**config.mk**
```make
export PLATFORM = sky130hd
export DESIGN_NAME = key_mode_select
export DESIGN_NICKNAME = d
export VERILOG_FILES = /design/src/rtl/running_light_pkg.sv /design/src/rtl/sync_2ff.sv /design/src/rtl/key_mode_select.sv
export SDC_FILE = /design/constraint.sdc
export NUM_CORES = 1
export LEC_CHECK = 0
export BUFFER_PORTS_ARGS = -buffer_cell sky130_fd_sc_hd__buf_2
export CORE_MARGIN = 4
export CORE_UTILIZATION = 40
export CTS_BUF_LIST = sky130_fd_sc_hd__clkbuf_16
export CTS_CLUSTER_DIAMETER = 80
export DETAILED_ROUTE_END_ITERATION = 10
export SYNTH_ARGS = -nofsm -noshare
export SYNTH_HDL_FRONTEND = slang
export SYNTH_SLANG_ARGS = --single-unit
```
**constraint.sdc**
```tcl
create_clock -name clk -period 1.3 [get_ports clk]
set_input_delay 0.195 -clock clk [delete_from_list [all_inputs] [get_ports clk]]
set_output_delay 0.195 -clock clk [all_outputs]
set_load 0.01 [all_outputs]
```
**src/rtl/running_light_pkg.sv**
```systemverilog
// running_light_pkg: mode-select constants, key FSM states and mode stepping shared by the running-light blocks
package running_light_pkg;
  localparam int MODE_W = 2;
  localparam logic [MODE_W-1:0] MODE_0 = 2'd0;
  localparam logic [MODE_W-1:0] MODE_1 = 2'd1;
  localparam logic [MODE_W-1:0] MODE_2 = 2'd2;
  localparam logic [MODE_W-1:0] MODE_3 = 2'd3;
  typedef enum logic [1:0] {IDLE, PRESS_CHK, HELD, REL_CHK} key_state_t;
  function automatic logic [MODE_W-1:0] next_mode(input logic [MODE_W-1:0] m);
    return m == MODE_0 ? MODE_1 : m == MODE_1 ? MODE_2 : m == MODE_2 ? MODE_3 : MODE_0;
  endfunction
endpackage

```
**src/rtl/sync_2ff.sv**
```systemverilog
// sync_2ff: 1-bit two-flop synchronizer; clk, rst (async active-low), d_i raw input, q_o synchronized output resetting to RST_VAL
module sync_2ff #(
  parameter logic RST_VAL = 1'b0
) (
  input  logic clk,
  input  logic rst,
  input  logic d_i,
  output logic q_o
);
  logic meta_q;
  always_ff @(posedge clk or negedge rst) begin
    if (!rst) begin
      meta_q <= RST_VAL;
      q_o    <= RST_VAL;
    end else begin
      meta_q <= d_i;
      q_o    <= meta_q;
    end
  end
endmodule

```
**src/rtl/key_mode_select.sv**
```systemverilog
// key_mode_select: debounced push button stepping a 2-bit mode code; clk, rst (async active-low), key_n raw button (0 = pressed),
// S mode code, mode_pulse one-cycle strobe on each S update, key_level debounced button state (1 = pressed)
module key_mode_select
  import running_light_pkg::*;
#(
  parameter int DEBOUNCE_CYCLES   = 3,
  parameter int LONG_PRESS_CYCLES = 100
) (
  input  logic              clk,
  input  logic              rst,
  input  logic              key_n,
  output logic [MODE_W-1:0] S,
  output logic              mode_pulse,
  output logic              key_level
);
  localparam int DW = $clog2(DEBOUNCE_CYCLES + 1);
  localparam int HW = $clog2(LONG_PRESS_CYCLES + 1);
  logic              key_s;
  key_state_t        state_q, state_d;
  logic [DW-1:0]     deb_q, deb_d;
  logic [HW-1:0]     hold_q, hold_d, hold_inc;
  logic              long_q, long_d;
  logic [MODE_W-1:0] s_q, s_d;
  logic              pulse_q, pulse_d;
  logic              level_q, level_d;
  logic              deb_last, hold_hit, finish_press, finish_rel;
  sync_2ff #(.RST_VAL(1'b1)) u_sync (
    .clk(clk),
    .rst(rst),
    .d_i(key_n),
    .q_o(key_s)
  );
  assign deb_last = int'(deb_q) == DEBOUNCE_CYCLES - 1;
  // Threshold fires once per press; a bounce back into HELD keeps long_q so it cannot refire.
  assign hold_hit = !long_q && int'(hold_q) == LONG_PRESS_CYCLES - 1;
  assign hold_inc = int'(hold_q) == LONG_PRESS_CYCLES ? hold_q : hold_q + 1'b1;
  always_comb begin
    state_d      = state_q;
    deb_d        = deb_q;
    hold_d       = hold_q;
    long_d       = long_q;
    s_d          = s_q;
    pulse_d      = 1'b0;
    level_d      = level_q;
    finish_press = 1'b0;
    finish_rel   = 1'b0;
    case (state_q)
      IDLE: begin
        if (key_s) deb_d = '0;
        else if (DEBOUNCE_CYCLES == 1) finish_press = 1'b1;
        else begin
          state_d = PRESS_CHK;
          deb_d   = DW'(1);
        end
      end
      PRESS_CHK: begin
        if (key_s) begin
          state_d = IDLE;
          deb_d   = '0;
        end else if (deb_last) finish_press = 1'b1;
        else deb_d = deb_q + 1'b1;
      end
      HELD: begin
        hold_d = hold_inc;
        if (hold_hit) begin
          s_d     = MODE_0;
          pulse_d = 1'b1;
          long_d  = 1'b1;
        end
        if (key_s) begin
          if (DEBOUNCE_CYCLES == 1) finish_rel = 1'b1;
          else begin
            state_d = REL_CHK;
            deb_d   = DW'(1);
          end
        end
      end
      REL_CHK: begin
        if (!key_s) state_d = HELD;
        else if (deb_last) finish_rel = 1'b1;
        else deb_d = deb_q + 1'b1;
      end
      default: state_d = IDLE;
    endcase
    if (finish_press) begin
      state_d = HELD;
      level_d = 1'b1;
      hold_d  = '0;
      long_d  = 1'b0;
      deb_d   = '0;
    end
    // long_d rather than long_q: a threshold on this same edge suppresses the release step.
    if (finish_rel) begin
      state_d = IDLE;
      level_d = 1'b0;
      deb_d   = '0;
      if (!long_d) begin
        s_d     = next_mode(s_q);
        pulse_d = 1'b1;
      end
    end
  end
  always_ff @(posedge clk or negedge rst) begin
    if (!rst) begin
      state_q <= IDLE;
      deb_q   <= '0;
      hold_q  <= '0;
      long_q  <= 1'b0;
      s_q     <= MODE_0;
      pulse_q <= 1'b0;
      level_q <= 1'b0;
    end else begin
      state_q <= state_d;
      deb_q   <= deb_d;
      hold_q  <= hold_d;
      long_q  <= long_d;
      s_q     <= s_d;
      pulse_q <= pulse_d;
      level_q <= level_d;
    end
  end
  assign S          = s_q;
  assign mode_pulse = pulse_q;
  assign key_level  = level_q;
endmodule

```
After elaboration in Yosys (flattened, before gate mapping)
Index checks and enable logic that the tools add are counted.
- register bits: 18
- memory bits (writable): 0
- output and inout bits: 4
- memories: 0
- memory bits (read-only): 0
- bits of input ports: 3
- latch bits: 0
- reductions and logical operators: 9
- $add $sub $neg: 2
- multipliers: 0
- mux-type cells: 39
- equality and inequality tests: 14
- shift operators: 0
- bitwise operators: 0
- divide/modulo/power cells: 0
- magnitude comparators: 0
- operators by type and width (kind ; count):
    $mux W2 ; 19
    $mux W7 ; 3
    $pmux W2 S4 ; 2
    $mux W1 ; 15
    $eq A7 B6 Y1 const B ; 2
    $ne A4 B3 Y1 const B ; 3
    $eq A2 B2 Y1 const B ; 4
    $ne A4 B4 Y1 const B ; 2
    $add A7 B1 Y7 const B ; 1
    $eq A2 B1 Y1 const B ; 2
    $logic_not A2 Y1 ; 2
    $reduce_and A2 Y1 ; 2
    $reduce_and A4 Y1 ; 1
    $reduce_bool A2 Y1 ; 2
    $add A2 B1 Y2 const B ; 1
    $ne A2 B2 Y1 const B ; 1
    $logic_and A1 B1 Y1 ; 1
    $logic_not A1 Y1 ; 1

Logic depth before layout (Yosys ltp)
Gate-level depths: netlist (run 1).
- depth in word-level cells: 7
- gate-level depth with buffers: 6

Cells and area by module
A second synthesis (run 1) with hierarchy kept.
- cell total of the unflattened synthesis: 91
- area total of the unflattened synthesis: 962.2 um2
- modules (own cells, without submodules) (module ; cells an instance ; seq. area each (um2) ; instances ; area each (um2)):
    key_mode_select ; 89 ; 400.4 ; 1 ; 909.6
    sync_2ff ; 2 ; 52.6 ; 1 ; 52.6

Least setup slack after synthesis (run 1)
Ideal clock, no wire load.
- path type: flip-flop to flip-flop
- start point: reg hold_q[0]
- end point: reg s_q[0] (netlist: S[0])
- slack: -28 ps
- data required time: 1180 ps
- stages on the path, launching flop included: 5
- buffers on the path: 0
- clock period less this slack: 1328 ps
- data arrival time: 1208 ps
- path through: dfrtp_1 ha_1 nand3b_4 or3_4 a31o_1
- longest elaborated chain between the ends: 7
- elaborated cells between the ends (all ways): 9
- ends and longest elaborated chain (item ; line ; text):
    from (decl) ; key_mode_select.sv:21 ; logic [HW-1:0] hold_q, hold_d, hold_inc;
    from (signal assigned) ; key_mode_select.sv:115 ; hold_q <= hold_d;
    $eq A7 B6 Y1 * ; key_mode_select.sv:35 ; assign hold_hit = !long_q && int'(hold_q) == LONG_PRESS_CYCLES - 1;
    $logic_and A1 B1 Y1 * ; key_mode_select.sv:35 ;
    $mux W1 ; key_mode_select.sv:65 ; if (hold_hit) begin
    $mux W1 ; key_mode_select.sv:47 ; case (state_q)
    $mux W1 ; key_mode_select.sv:85 ; if (finish_press) begin
    $mux W2 ; key_mode_select.sv:97 ; if (!long_d) begin
    $mux W2 * ; key_mode_select.sv:93 ; if (finish_rel) begin
    via s_d[0] ; key_mode_select.sv:23 ; logic [MODE_W-1:0] s_q, s_d;
    to (signal assigned) ; key_mode_select.sv:109 ; s_q <= MODE_0;
    to (signal assigned) ; key_mode_select.sv:117 ; s_q <= s_d;
    to (decl) ; key_mode_select.sv:23 ;
Mark *: on every way through the listed nets, which the timed path passes. The rest lies on a longest branch.
A chain may end at the register's enable or synchronous reset.

Worst setup path in the final report (run 1)
- start point: reg hold_q[1]
- end point: reg s_q[0] (netlist: S[0])
The elaborated chain is that of the path after synthesis.

==> results.md, run 1 <==
* #FFs+latches synth at 18
* Drt via density at 4.978
* Final #Nets at 119
* Share of the synthesized area in the top cell type at 42.61%
* Cell types with the highest counts after synthesis: 16 x sky130_fd_sc_hd__dfrtp_1, 12 x sky130_fd_sc_hd__nand2_1, 8 x sky130_fd_sc_hd__inv_1
* Clock-pin transition on the worst setup and hold timing paths at 0.05 ns
* Number of antenna violations at the first check in global routing at 0
* Routed WL at 1.663 mm
* Setup_tns at -0.07188 ns
* Prevailing post-synth register cell: sky130_fd_sc_hd__dfrtp_1
* Non-filler instance count after layout at 137
* Largest stage delay on the critical path at 0.38 ns
* Detailed-placement wirelength estimate at 1.202 mm
* Maximum count of clock buffers along a single path at 2
* Result of the run: finished, violations left
* Area contributors post-synth: sky130_fd_sc_hd__dfrtp_1 43%, sky130_fd_sc_hd__ha_1 8.0%, sky130_fd_sc_hd__dfstp_2 5.6%
* Syn_nets at 95
* Routed WL per cell at 12.14 microns
* Vias in the first global route at 692
* Setup slack on the worst flop-to-flop path at -0.04 ns
* Count of inserted antenna diode cells at 0
* Failing checks: negative setup slack
* Tightest Hold Check Type: in -> reg
* Setup clock skew after layout at 0.002035 ns
* Standard cell core area at 2233 sq um
* Crit path setup slack, layout at -0.04311 ns
* Quantity of I/O buffers inserted on ports at 6
* Area growth from synthesis to layout at 27.70%
* Internal power consumption at 0.001764 W
* Worst voltage drop across the vdd grid at 0.001750 V
* GRT Overall Usage at 11.49%
* Proportion of power drawn by flip-flops and latches at 34.6%
* Yosys cell types at 32
* Arr. time, crit path at 1.48 ns
* Final critical delay including setup and external delays at 1.343 ns
* Root buffer selected by CTS: sky130_fd_sc_hd__clkbuf_16
* Critical path fanouts, max at 4
* Avg Cell Area, Syn at 10.93 sq um
* Horizontal extent of the die at 56.47 microns
* Critical path launch point type: flip-flop
* Worst setup startpoint: hold_q[1]
* Die Outline Area at 3188 sq um
* Top-count cell post-synth: sky130_fd_sc_hd__dfrtp_1
* Rows at 17
* Final hold vios at 0
* Post-synthesis instance area at 939.7 sq um
* Final ANT Viol Nets at 0
* Register area share after synthesis at 48.20%
* Final-report setup violation count at 2
* Final slew viol count at 0
* Switching share of power at 33.17%
* Top-level I/O count at 7
* Ratio of cells with drive above 1 in the final layout at 27.52%
* Required @ worst endpoint at 1.44 ns
* Area leader, netlist: sky130_fd_sc_hd__dfrtp_1
* Length of the first detailed-routing pass in iterations at 4
* Source-to-sink clock delay at the later pin of the worst-skew pair at 0.25 ns
* Static leakage at 0.6147 nW
* Final worst path period share at 103.3%
* Number of vias in the routed layout at 682
* Violation count after the first detailed-route iteration at 8
* Critical Path Slowest Stage Cell: sky130_fd_sc_hd__dfrtp_1
* H-tree levels at 1
* Logic gate share of total power at 42.1%
* Synth warn at 0
* Post-placement cell count at 129
* TritonCTS clock tree: yes
* Number of DRC violations after detailed routing at 0
* Maximum number of pins on one net before global-route repair at 19
* Initial cell density of the core at 42.07%
* R2r startpoint: hold_q[1]
* Relative slew slack at 72.93%
* Share of flip-flops with an asynchronous set or reset after synthesis at 100.0%
* Number of standard cells after synthesis at 86
* EDFF count, synth at 0
* Max Cap Viol at 0
* Number of buffers inserted during clock tree synthesis at 3
* Worst setup path category: reg -> reg
* Overflow left after global routing at 0
* CP Capture Type: flip-flop
* Worst Max-Slew Pin Slew at 0.4061 ns
* Maximum clock rate at 744.5 MHz
* RSZ-0062 raised after global routing: true
* Cell family contributing the most delay on the critical path: simple AND/OR/NAND/NOR gates
* TritonCTS sink count at 18
* Floorplan die height at 56.47 microns
* Worst-path cell chain: ha_2 -> nand3b_4 -> or3_4 -> a31o_1
* Power density relative to cell area at 2199 nW/um^2
* Final weighted congestion in routability-driven placement at 0.7613
* Net switching component of the power at 0.0008754 W
* First-pass GRT wire length at 2.870 mm
* Hold_sp: key_n
* Part of the power in the clock network at 23.3%
* Buffering stage count on the worst path with inverters included at 0
==> final timing paths <==
check	endpoint	cells past startpoint
max	S[0]	4
min	u_sync.meta_q	1
max reg2reg	S[0]	4
min reg2reg	u_sync.q_o	0
max in group asynchronous	u_sync.q_o	2
min in group asynchronous	hold_q[5]	2
==> per-layer routing <==
metal,vias to the layer above,track usage [%],routed length (microns)
li1,345,-,-
met1,327,13.34,769
met2,10,19.64,818
met3,0,4.368,74
met4,0,3.051,0
met5,-,0,0
==> cells in the final DEF, fill, tap and decap left out, types with 2 or more instances in the layout <==
master	n
sky130_fd_sc_hd__a21boi_1	2
sky130_fd_sc_hd__a21oi_1	4
sky130_fd_sc_hd__a31o_1	2
sky130_fd_sc_hd__buf_2	6
sky130_fd_sc_hd__buf_4	14
sky130_fd_sc_hd__clkbuf_16	3
sky130_fd_sc_hd__dfrtp_1	16
sky130_fd_sc_hd__dfstp_2	2
sky130_fd_sc_hd__ha_1	5
sky130_fd_sc_hd__inv_1	8
sky130_fd_sc_hd__mux2i_1	5
sky130_fd_sc_hd__nand2_1	12
sky130_fd_sc_hd__nand2b_1	3
sky130_fd_sc_hd__nand4_1	2
sky130_fd_sc_hd__nor2b_1	2
sky130_fd_sc_hd__o21ai_0	3
sky130_fd_sc_hd__o22ai_1	2
==> power by group through the flow <==
| stage | clock network [W] | logic [W] | registers (W) |
|---|---|---|---|
| 4_1_cts | 0.000632 | 0.00111 | 0.000917 |
| 5_1_grt | 0.000655 | 0.00125 | 0.000938 |
| 3_5_place_dp | 0 | 0.00103 | 0.000926 |
| 6_report | 0.000615 | 0.00111 | 0.000913 |
| 2_1_floorplan | 0 | 0.000642 | 0.000937 |
| 3_3_place_gp | 0 | 0.000999 | 0.000915 |
==> stage by stage <==
step	hold WS [ns]	setup WS (ns)	utilization [%]	total power, W	area, sq um
after floorplan	-0.1006	-0.02502	-	0.001579	942.2
after global placement	0.1487	-0.03978	48.24	0.001914	1077
after detailed placement	0.1474	-0.08699	48.24	0.001960	1077
after CTS	0.04035	-0.08436	53.39	0.002657	1192
after global routing	0.04015	-0.08883	53.73	0.002843	1200
final	0.04239	-0.04311	53.73	0.002639	1200
==> cells by family (layout without fill, tap and decap cells) <==
kind of cell | Yosys count | after routing | synth area share [%]
flops | 18 | 18 | 48.20
fa+ha+maj | 6 | 6 | 7.989
xor+xnor | 1 | 1 | 0.9323
compound gates | 19 | 19 | 13.45
buf+inv | 10 | 33 | 4.527
simple gates | 27 | 27 | 19.57
mux | 5 | 5 | 5.326
==> registers in the layout (all words and copies together) (netlist names) <==
register,cells
long_q,1
key_level,1
hold_q,7
u_sync.meta_q,1
S,2
deb_q,2
mode_pulse,1
state_q,2
u_sync.q_o,1
==> repair_timing <==
item / 4_1_cts / 5_1_grt
setup endpoints to repair: 5 / 9
pin swaps: 4 / 5
gates resized for setup: 3 / 0
setup buffers: 2 / 1
hold buffers: 1 / 0
hold endpoints to repair: 16 / 0
==> layout make-up <==
type	count	area, sq um
inverter	8	30.03
sequential	18	452.9
fill	201	1033
timing repair buffer	21	145.1
tap	28	35.03
clock inverter	1	3.754
clock buffer	3	75.07
multi-input combinational	58	457.9
Power figures use the tool's default switching activity.
==> run 2, diff against run 1 <==
CORE_ASPECT_RATIO = 0.5   (was default)
CORE_MARGIN = 2   (was 4)
CORE_UTILIZATION = 35   (was 40)
==> run 2 against run 1 <==
Against the previous run: the flow still finishes with violations (negative setup slack); routed wire length rose by 9.4%; clock power about the same; global-route usage grew 1.3 points; cell area increased by 7.7%; non-clock buffer count up 5; utilization decreased by 3.4 points; first-iteration DRC count grew to 2.6 times the previous value; sequential share of layout area fell by 2.7 points; cell count up 10%; sequential cell count is the same; critical path type unchanged; critical endpoint unchanged; largest cell class unchanged.
==> results.md, run 2 (synthesis gave the netlist of run 1 again) <==
* Tightest Hold Check Type: in -> reg
* CP Capture Type: flip-flop
* Clock-pin transition on the worst setup and hold timing paths at 0.05 ns
* Register containing the most flip-flops in the final layout: hold_q
* Buffering stage count on the worst path with inverters included at 0
* Final weighted congestion in routability-driven placement at 0.7786
* Area growth from synthesis to layout at 37.55%
* Violation count after the first detailed-route iteration at 21
* Cell family contributing the most delay on the critical path: simple AND/OR/NAND/NOR gates
* Final-report setup violation count at 5
* Worst Max-Slew Pin Slew at 0.3968 ns
* Final #Nets at 124
* Number of fillers in the final layout at 250
* Root buffer selected by CTS: sky130_fd_sc_hd__clkbuf_16
* Worst setup path category: reg -> reg
* Setup_tns at -0.1578 ns
* Max Cap Viol at 0
* Result of the run: finished, violations left
* Maximum clock rate at 738.3 MHz
* Floorplan die height at 40.64 microns
* Maximum number of pins on one net before global-route repair at 19
* Final slew viol count at 0
* Post-placement cell count at 141
* Drt via density at 4.689
* Horizontal extent of the die at 77.28 microns
* Ratio of cells with drive above 1 in the final layout at 36.84%
* Leading cell type in the layout, fill and taps excluded: sky130_fd_sc_hd__buf_4
* Number of DRC violations after detailed routing at 0
* Summed area of non-filler cells in the final layout at 1292 sq um
* Quantity of I/O buffers inserted on ports at 6
* Final hold vios at 0
* Setup clock skew after layout at 0.005233 ns
* Number of antenna violations at the first check in global routing at 0
* Required @ worst endpoint at 1.44 ns
* Initial cell density of the core at 36.56%
* Crit path setup slack, layout at -0.05444 ns
* Standard cell core area at 2570 sq um
* Detailed-placement wirelength estimate at 1.216 mm
* Critical path fanouts, max at 4
* RSZ-0062 raised after global routing: true
* Count of inserted antenna diode cells at 0
* Routed WL at 1.820 mm
* Placed Area at 1111 sq um
* Rows at 13
* Source-to-sink clock delay at the later pin of the worst-skew pair at 0.25 ns
* Overflow left after global routing at 0
* Static leakage at 0.6406 nW
* H-tree levels at 1
* Worst-path cell chain: nand4bb_4 -> or3_4 -> a31o_1
* Largest stage delay on the critical path at 0.41 ns
* Hold WS at 0.04537 ns
* Relative slew slack at 73.55%
* Failing checks: negative setup slack
* Final ANT Viol Nets at 0
* Worst voltage drop across the vdd grid at 0.0009460 V
* Maximum count of clock buffers along a single path at 2
* Number of buffers inserted during clock tree synthesis at 3
* Arr. time, crit path at 1.49 ns
* Routed WL per cell at 12.05 microns
* Critical Path Slowest Stage Cell: sky130_fd_sc_hd__or3_4
* Number of vias in the routed layout at 708
* Combined flip-flop and latch cell area at 452.9 sq um
* Global Route met3 Usage at 4.846%
* Met1 usage at 14.44%
* First-pass GRT wire length at 2.939 mm
* Final critical delay including setup and external delays at 1.354 ns
* Most congested layer reported by global routing: met2
* Max reg flops at 7
* GRT Overall Usage at 12.84%
* Final worst path period share at 104.2%
* Vias in the first global route at 666
* Length of the first detailed-routing pass in iterations at 4
* TritonCTS clock tree: yes
* Leading cell types in the layout, fill and taps excluded: 18 x sky130_fd_sc_hd__buf_4, 16 x sky130_fd_sc_hd__dfrtp_1, 11 x sky130_fd_sc_hd__nand2_1, 7 x sky130_fd_sc_hd__inv_1, 6 x sky130_fd_sc_hd__buf_2
* Critical path launch point type: flip-flop
* TritonCTS sink count at 18
* Non-filler instance count after layout at 151
* Top-level I/O count at 7
* Met2 Use GR at 24.78%
* Power density relative to cell area at 2188 nW/um^2
* Die Outline Area at 3140 sq um
* Area of the multi-input gates at 498.0 sq um
## run 2: path summary, 6_finish.rpt
path / start / to / slack [ns] / depth (start not counted)
setup / recovery: hold_q[3] / S[0] / -0.05 / 3
hold / removal: key_n / u_sync.meta_q / 0.05 / 1
setup reg to reg: hold_q[3] / S[0] / -0.05 / 3
hold reg to reg: u_sync.meta_q / u_sync.q_o / 0.36 / 0
max in group asynchronous: rst / u_sync.q_o / 0.57 / 2
min in group asynchronous: rst / state_q[1] / 0.41 / 2
## run 2: layout make-up
cell class,instances,share of cell area (%)
Clock buffer,3,5.808
Clock inverter,1,0.2904
Inverter,8,2.323
Multi-Input combinational cell,58,38.53
Sequential cell,18,35.04
Tap cell,37,3.582
Timing Repair Buffer,26,14.42
## run 2: per-layer routing
layer  wire length [microns]  share of wire, %  vias to the layer above
met3                      54               3.0                        0
met5                       0                 0                        -
met2                     921                51                        9
met1                     844                46                      342
met4                       0                 0                        0
li1                        -                 -                      357
## run 2: power breakdown
group	total, W	switching (W)	leakage (nW)	internal (W)
clock	0.000616	0.000207	0.0385	0.000409
sequential	0.000948	0.000190	0.225	0.000757
combinational	0.00126	0.000568	0.377	0.000696
## run 2: worst reg2reg max path, stage by stage (launching register included)
cell and delay, ns:
sky130_fd_sc_hd__dfrtp_1 0.37, sky130_fd_sc_hd__nand4bb_4 0.25, sky130_fd_sc_hd__or3_4 0.41, sky130_fd_sc_hd__a31o_1 0.22
## run 2: repair_timing
action	in CTS	in global routing
endpoints found under the setup margin	6	12
pin swaps	6	9
hold buffers	1	0
setup buffers	3	2
gates resized for setup	8	6
endpoints found under the hold margin	16	0
## run 2: stage by stage
step | power [W] | worst slack [ns] | util [%]
finish | 0.002828 | -0.05444 | 50.29
floorplan | 0.001579 | -0.02502 | -
detailed placement | 0.002027 | -0.09504 | 43.23
global placement | 0.001991 | -0.03312 | 43.23
CTS | 0.002803 | -0.04719 | 48.88
global route | 0.003063 | -0.1145 | 50.29
